`src/rtl/serial_nibble_rx.sv`:
```
// Serial-to-parallel receiver for framed 4-bit words: start bit, 4 data bits
// LSB first, optional even parity, stop bit; oversampled at BIT_CYCLES/bit.
// Ports: CLK, CLR (sync reset), SIN (serial line, idles high);
//        DOUT (last good word), LOAD (1-cycle strobe when DOUT updates),
//        BUSY (frame in progress), FERR/PERR (sticky errors), OE = FERR|PERR.
module serial_nibble_rx #(
    parameter int BIT_CYCLES = 4,
    parameter bit PARITY_EN  = 1'b0
) (
    input  logic       CLK,
    input  logic       CLR,
    input  logic       SIN,
    output logic [3:0] DOUT,
    output logic       LOAD,
    output logic       BUSY,
    output logic       FERR,
    output logic       PERR,
    output logic       OE
);

    localparam int CW   = $clog2(BIT_CYCLES);
    localparam int HALF = BIT_CYCLES / 2;

    localparam logic [CW-1:0] HALF_M1 = CW'(HALF - 1);
    localparam logic [CW-1:0] BIT_M1  = CW'(BIT_CYCLES - 1);

    typedef enum logic [2:0] {
        S_IDLE,
        S_START,
        S_DATA,
        S_PARITY,
        S_STOP,
        S_WAIT
    } state_t;

    state_t        state_q, state_d;
    logic [CW-1:0] cnt_q, cnt_d;
    logic [1:0]    idx_q, idx_d;
    logic [3:0]    shreg_q, shreg_d;
    logic          pend_q, pend_d;
    logic [3:0]    dout_q, dout_d;
    logic          load_q, load_d;
    logic          busy_q, busy_d;
    logic          ferr_q, ferr_d;
    logic          perr_q, perr_d;
    logic          oe_q, oe_d;

    always_comb begin
        state_d = state_q;
        cnt_d   = cnt_q + 1'b1;
        idx_d   = idx_q;
        shreg_d = shreg_q;
        pend_d  = pend_q;
        dout_d  = dout_q;
        load_d  = 1'b0;
        ferr_d  = ferr_q;
        perr_d  = perr_q;

        unique case (state_q)
            S_IDLE: begin
                cnt_d  = '0;
                pend_d = 1'b0;
                if (!SIN) begin
                    state_d = S_START;
                end
            end
            S_START: begin
                // Mid-start-bit sample rejects glitches shorter than HALF.
                if (cnt_q == HALF_M1) begin
                    cnt_d   = '0;
                    idx_d   = 2'd0;
                    state_d = SIN ? S_IDLE : S_DATA;
                end
            end
            S_DATA: begin
                if (cnt_q == BIT_M1) begin
                    cnt_d          = '0;
                    shreg_d[idx_q] = SIN;
                    idx_d          = idx_q + 2'd1;
                    if (idx_q == 2'd3) begin
                        state_d = PARITY_EN ? S_PARITY : S_STOP;
                    end
                end
            end
            S_PARITY: begin
                if (cnt_q == BIT_M1) begin
                    cnt_d   = '0;
                    // Odd total count of ones across data and parity bit.
                    pend_d  = SIN ^ (^shreg_q);
                    state_d = S_STOP;
                end
            end
            S_STOP: begin
                if (cnt_q == BIT_M1) begin
                    cnt_d = '0;
                    if (SIN) begin
                        state_d = S_IDLE;
                        if (!pend_q) begin
                            dout_d = shreg_q;
                            load_d = 1'b1;
                            ferr_d = 1'b0;
                            perr_d = 1'b0;
                        end else begin
                            perr_d = 1'b1;
                        end
                    end else begin
                        state_d = S_WAIT;
                        ferr_d  = 1'b1;
                        if (pend_q) begin
                            perr_d = 1'b1;
                        end
                    end
                end
            end
            S_WAIT: begin
                // Line must return high before a new start can be seen.
                cnt_d = '0;
                if (SIN) begin
                    state_d = S_IDLE;
                end
            end
            default: begin
                cnt_d   = '0;
                state_d = S_IDLE;
            end
        endcase

        busy_d = (state_d != S_IDLE);
        oe_d   = ferr_d | perr_d;
    end

    always_ff @(posedge CLK) begin
        if (CLR) begin
            state_q <= S_IDLE;
            cnt_q   <= '0;
            idx_q   <= 2'd0;
            shreg_q <= 4'd0;
            pend_q  <= 1'b0;
            dout_q  <= 4'd0;
            load_q  <= 1'b0;
            busy_q  <= 1'b0;
            ferr_q  <= 1'b0;
            perr_q  <= 1'b0;
            oe_q    <= 1'b0;
        end else begin
            state_q <= state_d;
            cnt_q   <= cnt_d;
            idx_q   <= idx_d;
            shreg_q <= shreg_d;
            pend_q  <= pend_d;
            dout_q  <= dout_d;
            load_q  <= load_d;
            busy_q  <= busy_d;
            ferr_q  <= ferr_d;
            perr_q  <= perr_d;
            oe_q    <= oe_d;
        end
    end

    assign DOUT = dout_q;
    assign LOAD = load_q;
    assign BUSY = busy_q;
    assign FERR = ferr_q;
    assign PERR = perr_q;
    assign OE   = oe_q;

endmodule

```
`config.mk`:
```
export PLATFORM = sky130hd
export DESIGN_NAME = serial_nibble_rx
export DESIGN_NICKNAME = d
export VERILOG_FILES = /design/src/rtl/serial_nibble_rx.sv
export SDC_FILE = /design/constraint.sdc
export NUM_CORES = 1
export LEC_CHECK = 0
export CAP_MARGIN = 30
export CORE_UTILIZATION = 57
export CTS_BUF_LIST = sky130_fd_sc_hd__clkbuf_4 sky130_fd_sc_hd__clkbuf_8 sky130_fd_sc_hd__clkbuf_16
export CTS_CLUSTER_DIAMETER = 120
export CTS_CLUSTER_SIZE = 16
export DETAILED_ROUTE_END_ITERATION = 6
export PLACE_DENSITY = 0.87
export SLEW_MARGIN = 20
export SYNTH_ARGS = -nofsm -noshare
export SYNTH_HDL_FRONTEND = slang
export SYNTH_SLANG_ARGS = --single-unit
```
`constraint.sdc`:
```
create_clock -name CLK -period 2.6 [get_ports CLK]
set_clock_uncertainty 0.15 [all_clocks]
set_input_delay 0.78 -clock CLK [delete_from_list [all_inputs] [get_ports CLK]]
set_output_delay 0.78 -clock CLK [all_outputs]
set_load 0.05 [all_outputs]
```
## Word-level counts from Yosys, hierarchy flattened

Index checks and enable logic that the tools add are counted.

| storage, ports and cells | value |
|---|---|
| input bits | 3 |
| logic and storage cells | 75 |
| output and inout port bits | 9 |
| register bits | 21 |

| operators by class | value |
|---|---|
| $add $sub $neg | 2 |
| eq/ne operators | 11 |
| multiplexer cells | 31 |
| order comparisons | 2 |
| bitwise gates (word level) | 6 |
| reduce and logical (&&, ||, !) cells | 12 |

Operators by type and width:

| kind | number |
|---|---|
| $mux W3 | 8 |
| $pmux W3 S6 | 1 |
| $mux W1 | 12 |
| $mux W2 | 5 |
| $pmux W2 S2 | 2 |
| $eq A3 B2 Y1 const B | 2 |
| $eq A3 B3 Y1 const B | 2 |
| $ne A2 B2 Y1 const B | 3 |
| $add A2 B1 Y2 const B | 2 |
| $bwmux W4 | 1 |
| $eq A2 B2 Y1 const B | 2 |
| $not A1 Y1 | 4 |
| $reduce_and A2 Y1 | 2 |
| $reduce_and A4 Y1 | 1 |
| $reduce_bool A2 Y1 | 2 |
| $reduce_or A4 Y1 | 1 |
| $reduce_xor A4 Y1 | 1 |
| $eq A3 B1 Y1 const B | 1 |
| $logic_not A3 Y1 | 1 |
| $lt A2 B3 Y1 const B | 1 |
| $reduce_and A3 Y1 | 1 |
| $reduce_bool A3 Y1 | 1 |
| $reduce_or A3 Y1 | 1 |
| $demux W1 S2 | 1 |
| other kinds (6) | 6 |

## Longest topological paths before layout

| depth | value |
|---|---|
| depth after elaboration | 5 |
| gate-level depth with buffers | 6 |
| depth with buffers taken out | 6 |

## Least setup slack after synthesis

Ideal clock, no wire load.

| timing | value |
|---|---|
| path type | input -> register |
| start point | in CLR |
| end point | reg ferr_q (netlist: FERR) |
| stages on the path | 3 |
| buffers on the path | 2 |
| setup slack | 0.930 ns |
| arrival time | 1.392 ns |
| data required time | 2.322 ns |
| setup time | 0.128 ns |
| cell sequence | clkbuf_1 -> clkbuf_1 -> nor2_1 |

RTL lines:

| item | RTL line | RTL |
|---|---|---|
| from (decl) | 11 | `input logic CLR,` |
| to (signal assigned) | 154 | `ferr_q <= ferr_d;` |
| to (decl) | 44 | `logic ferr_q, ferr_d;` |

No word-level cell between the ends.

## Worst setup path in the final report

| timing | value |
|---|---|
| start point | reg perr_q (netlist: PERR) |
| end point | out PERR |

RTL lines:

| item | RTL line | RTL |
|---|---|---|
| from (decl) | 45 | `logic perr_q, perr_d;` |
| from (signal assigned) | 155 | `perr_q <= perr_d;` |
| to (decl) | 17 | `output logic PERR,` |

No word-level cell between the ends.

==> metrics.md <==
| Metric | Value |
|---|---|
| Max Buffers Root-to-Sink | `2` |
| Fraction of final layout cells with drive strength greater than 1 | `0.07914` |
| Min-delay src | `DOUT[3]` |
| Arrival @ worst endpoint | `~1.5 ns` |
| Yosys synthesis warning count | `0` |
| Max-slew violation count | `0` |
| Area added between synthesis and finish | `13.91%` |
| Largest net degree at the start of global routing | `16` |
| Die width | `46.05 µm` |
| Antenna diodes | `0` |
| Total negative slack for setup checks | `0 ns` |
| CTS Root Cell | `clkbuf_4` |
| Largest cells by area after synthesis | `dfxtp_1, ha_1, mux2i_1, a21oi_1, nand2_1` |
| Class of the most critical hold timing path | `reg -> reg` |
| R2r worst-path depth | `5` |
| Worst reg-to-reg setup slack | `0.75 ns` |
| Worst Setup Path Type | `reg -> out` |
| Die area | `between 2000 and 2500 µm²` |
| HPWL reported at the end of detailed placement | `1584 µm` |
| Dominant cell by count in the synthesized netlist | `dfxtp_1` |
| Static Leak | `approximately 0.46 nW` |
| RSZ-0062 raised after global routing | `false` |
| Kind of cell with the highest combined delay on the critical path | `buffers and inverters` |
| Post-CTS Setup Repair Bufs | `0` |
| Critical path, cell by cell | `clkdlybuf4s50_1` |
| Global-route usage over all layers | `0.2213` |
| Overflow after GRT | `0` |
| Buffering stage count on the worst path with inverters included | `1` |
| Net switching power figure | `125.6 µW` |
| Crit Reg-Reg Endpoint | `idx_q[1]` |
| Number of antenna violations at the first check in global routing | `0` |
| Vias per std cell | `5.567` |
| Final setup viols | `0` |
| Number of violations reported at the end of detailed-routing iteration 0 | `18` |
| Total Nets Final | `151` |
| DRC violation count after routing | `0` |
| Clock Latency Late Sink | `0.30 ns` |
| Worst IR drop on VDD | `slightly above 0.0004 V` |
| Sink Count | `21` |
| Most used flip-flop cell after synthesis | `dfxtp_1` |
| Count of hold-fix buffers inserted at cts | `0` |
| Utilization after layout | `0.7142` |
| Initial core utilization | `0.6270` |
| Length of the first detailed-routing pass in iterations | `4` |
| #FFs+latches synth | `21` |
| Clock group share of total power | `0.297` |
| Count of port buffers added during placement | `11` |
| Gate power share | `0.087` |
| Crit Reg-Reg Startpoint | `cnt_q[0]` |
| Post-layout min period | `2.412 ns` |
| Placeable core region | `1764 µm²` |
| Count of endpoints failing hold in the final timing report | `0` |
| Final period utilization | `0.9277` |
| Endpoint of the worst setup timing path | `PERR` |
| Standard-cell row count | `15` |
| Worst slack at placement | `0.2443 ns` |
| Proportion of synthesized flip-flops having asynchronous set or reset | `0` |
| Cell area after synthesis | `about 1100 µm²` |
| Overall routed net length | `around 2100 µm` |
| First-pass GRT wire length | `3325 µm` |
| Share of power burned in registers | `0.617` |
| Cells after Synth | `129` |
| Count of cell instances traversed by the critical path | `1` |
| Cts bufs inserted | `3` |
| Io pins | `12` |
| TritonCTS clock tree | `yes` |
| Count of flip-flops with a built-in enable after synthesis | `0` |
| Per-instance average area after synthesis | `8.574 µm²` |
| Routed WL per cell | `12.71 µm` |
| Kind of end point of the critical path | `output pin` |
| Fraction of post-synthesis cell area in the top cell type by area | `0.3801` |
| CP Max Fanout | `3` |
| Power Internal | `417.1 µW` |
| Routed vias | `913` |
| Post-layout total power | `542.7 µW` |
| Hold WS | `0.3380 ns` |
| Required time worst endpoint | `1.67 ns` |
| Number of global-route vias before repair | `slightly below 800` |
| Result of the run | `complete, no violations` |
| Resize count post-CTS | `0` |
| Number of nets still failing antenna checks after routing | `0` |
| Seq/Total Area, Yosys | `0.3801` |
| Slowest CP cell | `clkdlybuf4s50_1` |
| Delay of the slowest critical-path stage | `0.81 ns` |
| Fraction of power spent switching nets | `0.2314` |
| Power per unit of standard cell area | `roughly 430 nW/µm²` |
| Number of distinct library cells after synthesis | `33` |
| Max Cap Viol | `0` |
| Max-slew headroom at the worst pin | `0.6656` |
| Most numerous cell types in the synthesized netlist | `dfxtp_1, nand2_1, nor2_1, a21oi_1, ha_1` |
| Gpl congestion | `0.8157` |
| Htree depth | `1` |
| Startpoint of the worst setup timing path | `PERR` |
| Cell type with the highest aggregate area in the netlist | `dfxtp_1` |
| CTS clock-pin slew for the worst setup and hold paths | `0.11 ns` |
| Final Worst Setup Slack | `0.1879 ns` |
| Height of the die | `roughly 46 µm` |
| Startpoint type of the worst setup path | `register` |
| Transition time of the tightest slew-check pin | `0.5001 ns` |
| Highest attainable clock frequency | `414.6 MHz` |
| Synth Net Count | `140` |
[power groups by stage]
stage                     Combinational, mW  Clock (mW)  Sequential [mW]
after global placement               0.0459           0            0.341
after CTS                            0.0467       0.166            0.335
after detailed placement             0.0466           0            0.342
after global routing                 0.0511       0.184            0.336
after floorplan                      0.0326           0            0.343
final                                0.0472       0.161            0.335
[through the flow]
step	std cells	area, µm²
finish	164	1260
global route	164	1260
CTS	164	1260
detailed placement	160	1230
global placement	160	1230
floorplan	129	1106
[cell type report]
type | count | area, µm²
fillers | 152 | 504.2
multi-input cells | 94 | 626.9
clock buffers | 4 | 30.03
repair buffers | 13 | 125.1
inverters | 7 | 26.28
flip-flops and latches | 21 | 420.4
well taps | 25 | 31.28
[routing by layer]
metal,GRT usage,routed length [µm],part of all wire,up-vias
met1,0.2681,914,0.44,426
met4,0.07059,12,0.0058,0
met2,0.3775,1094,0.52,20
met5,0,0,0,-
met3,0.05882,64,0.031,2
li1,-,-,-,465
[worst min path at each step]
stage,slack [ns],depth (start not counted),endpoint
floorplan,0.31,2,DOUT[3]
global placement,0.32,2,DOUT[0]
detailed placement,0.33,2,DOUT[3]
CTS,0.34,2,DOUT[3]
global route,0.36,2,DOUT[3]
finish,0.34,2,DOUT[3]
[tightest hold or removal path, cell delays in order (launching register included)]
cell and delay [ns]:
dfxtp_1 0.32, o21ai_0 0.07, a21oi_1 0.06
[cells by family after synthesis]
logic type / count (synthesis) / share of synthesized area
simple gates: 48 / 0.2353
fa+ha+maj: 8 / 0.09050
flops: 21 / 0.3801
compound gates: 28 / 0.1539
buf+inv: 14 / 0.05317
mux: 6 / 0.05543
xor+xnor: 4 / 0.03168
[placed cells by master (no fill, tap or decap), types with 2 or more instances in the layout]
cell,Yosys,layout
nand3_1,4,4
nor3b_2,2,2
nor2b_1,4,4
a311oi_1,2,2
a21oi_1,9,9
buf_4,0,2
nor2_1,12,12
nand3b_1,3,3
nor3_1,2,2
ha_1,8,8
clkbuf_4,0,4
clkdlybuf4s50_1,0,11
inv_1,7,7
nor3b_1,2,2
dfxtp_1,21,21
xnor2_1,3,3
o21ai_0,7,7
mux2i_1,5,5
nand2_1,12,12
a31oi_1,4,4
and2_1,2,2
[state kept, by name, indices dropped and copies added (netlist names)]
register  flops
LOAD          1
DOUT          4
cnt_q         2
BUSY          1
FERR          1
pend_q        1
OE            1
state_q       3
idx_q         2
PERR          1
shreg_q       4
Power figures use the tool's default switching activity.
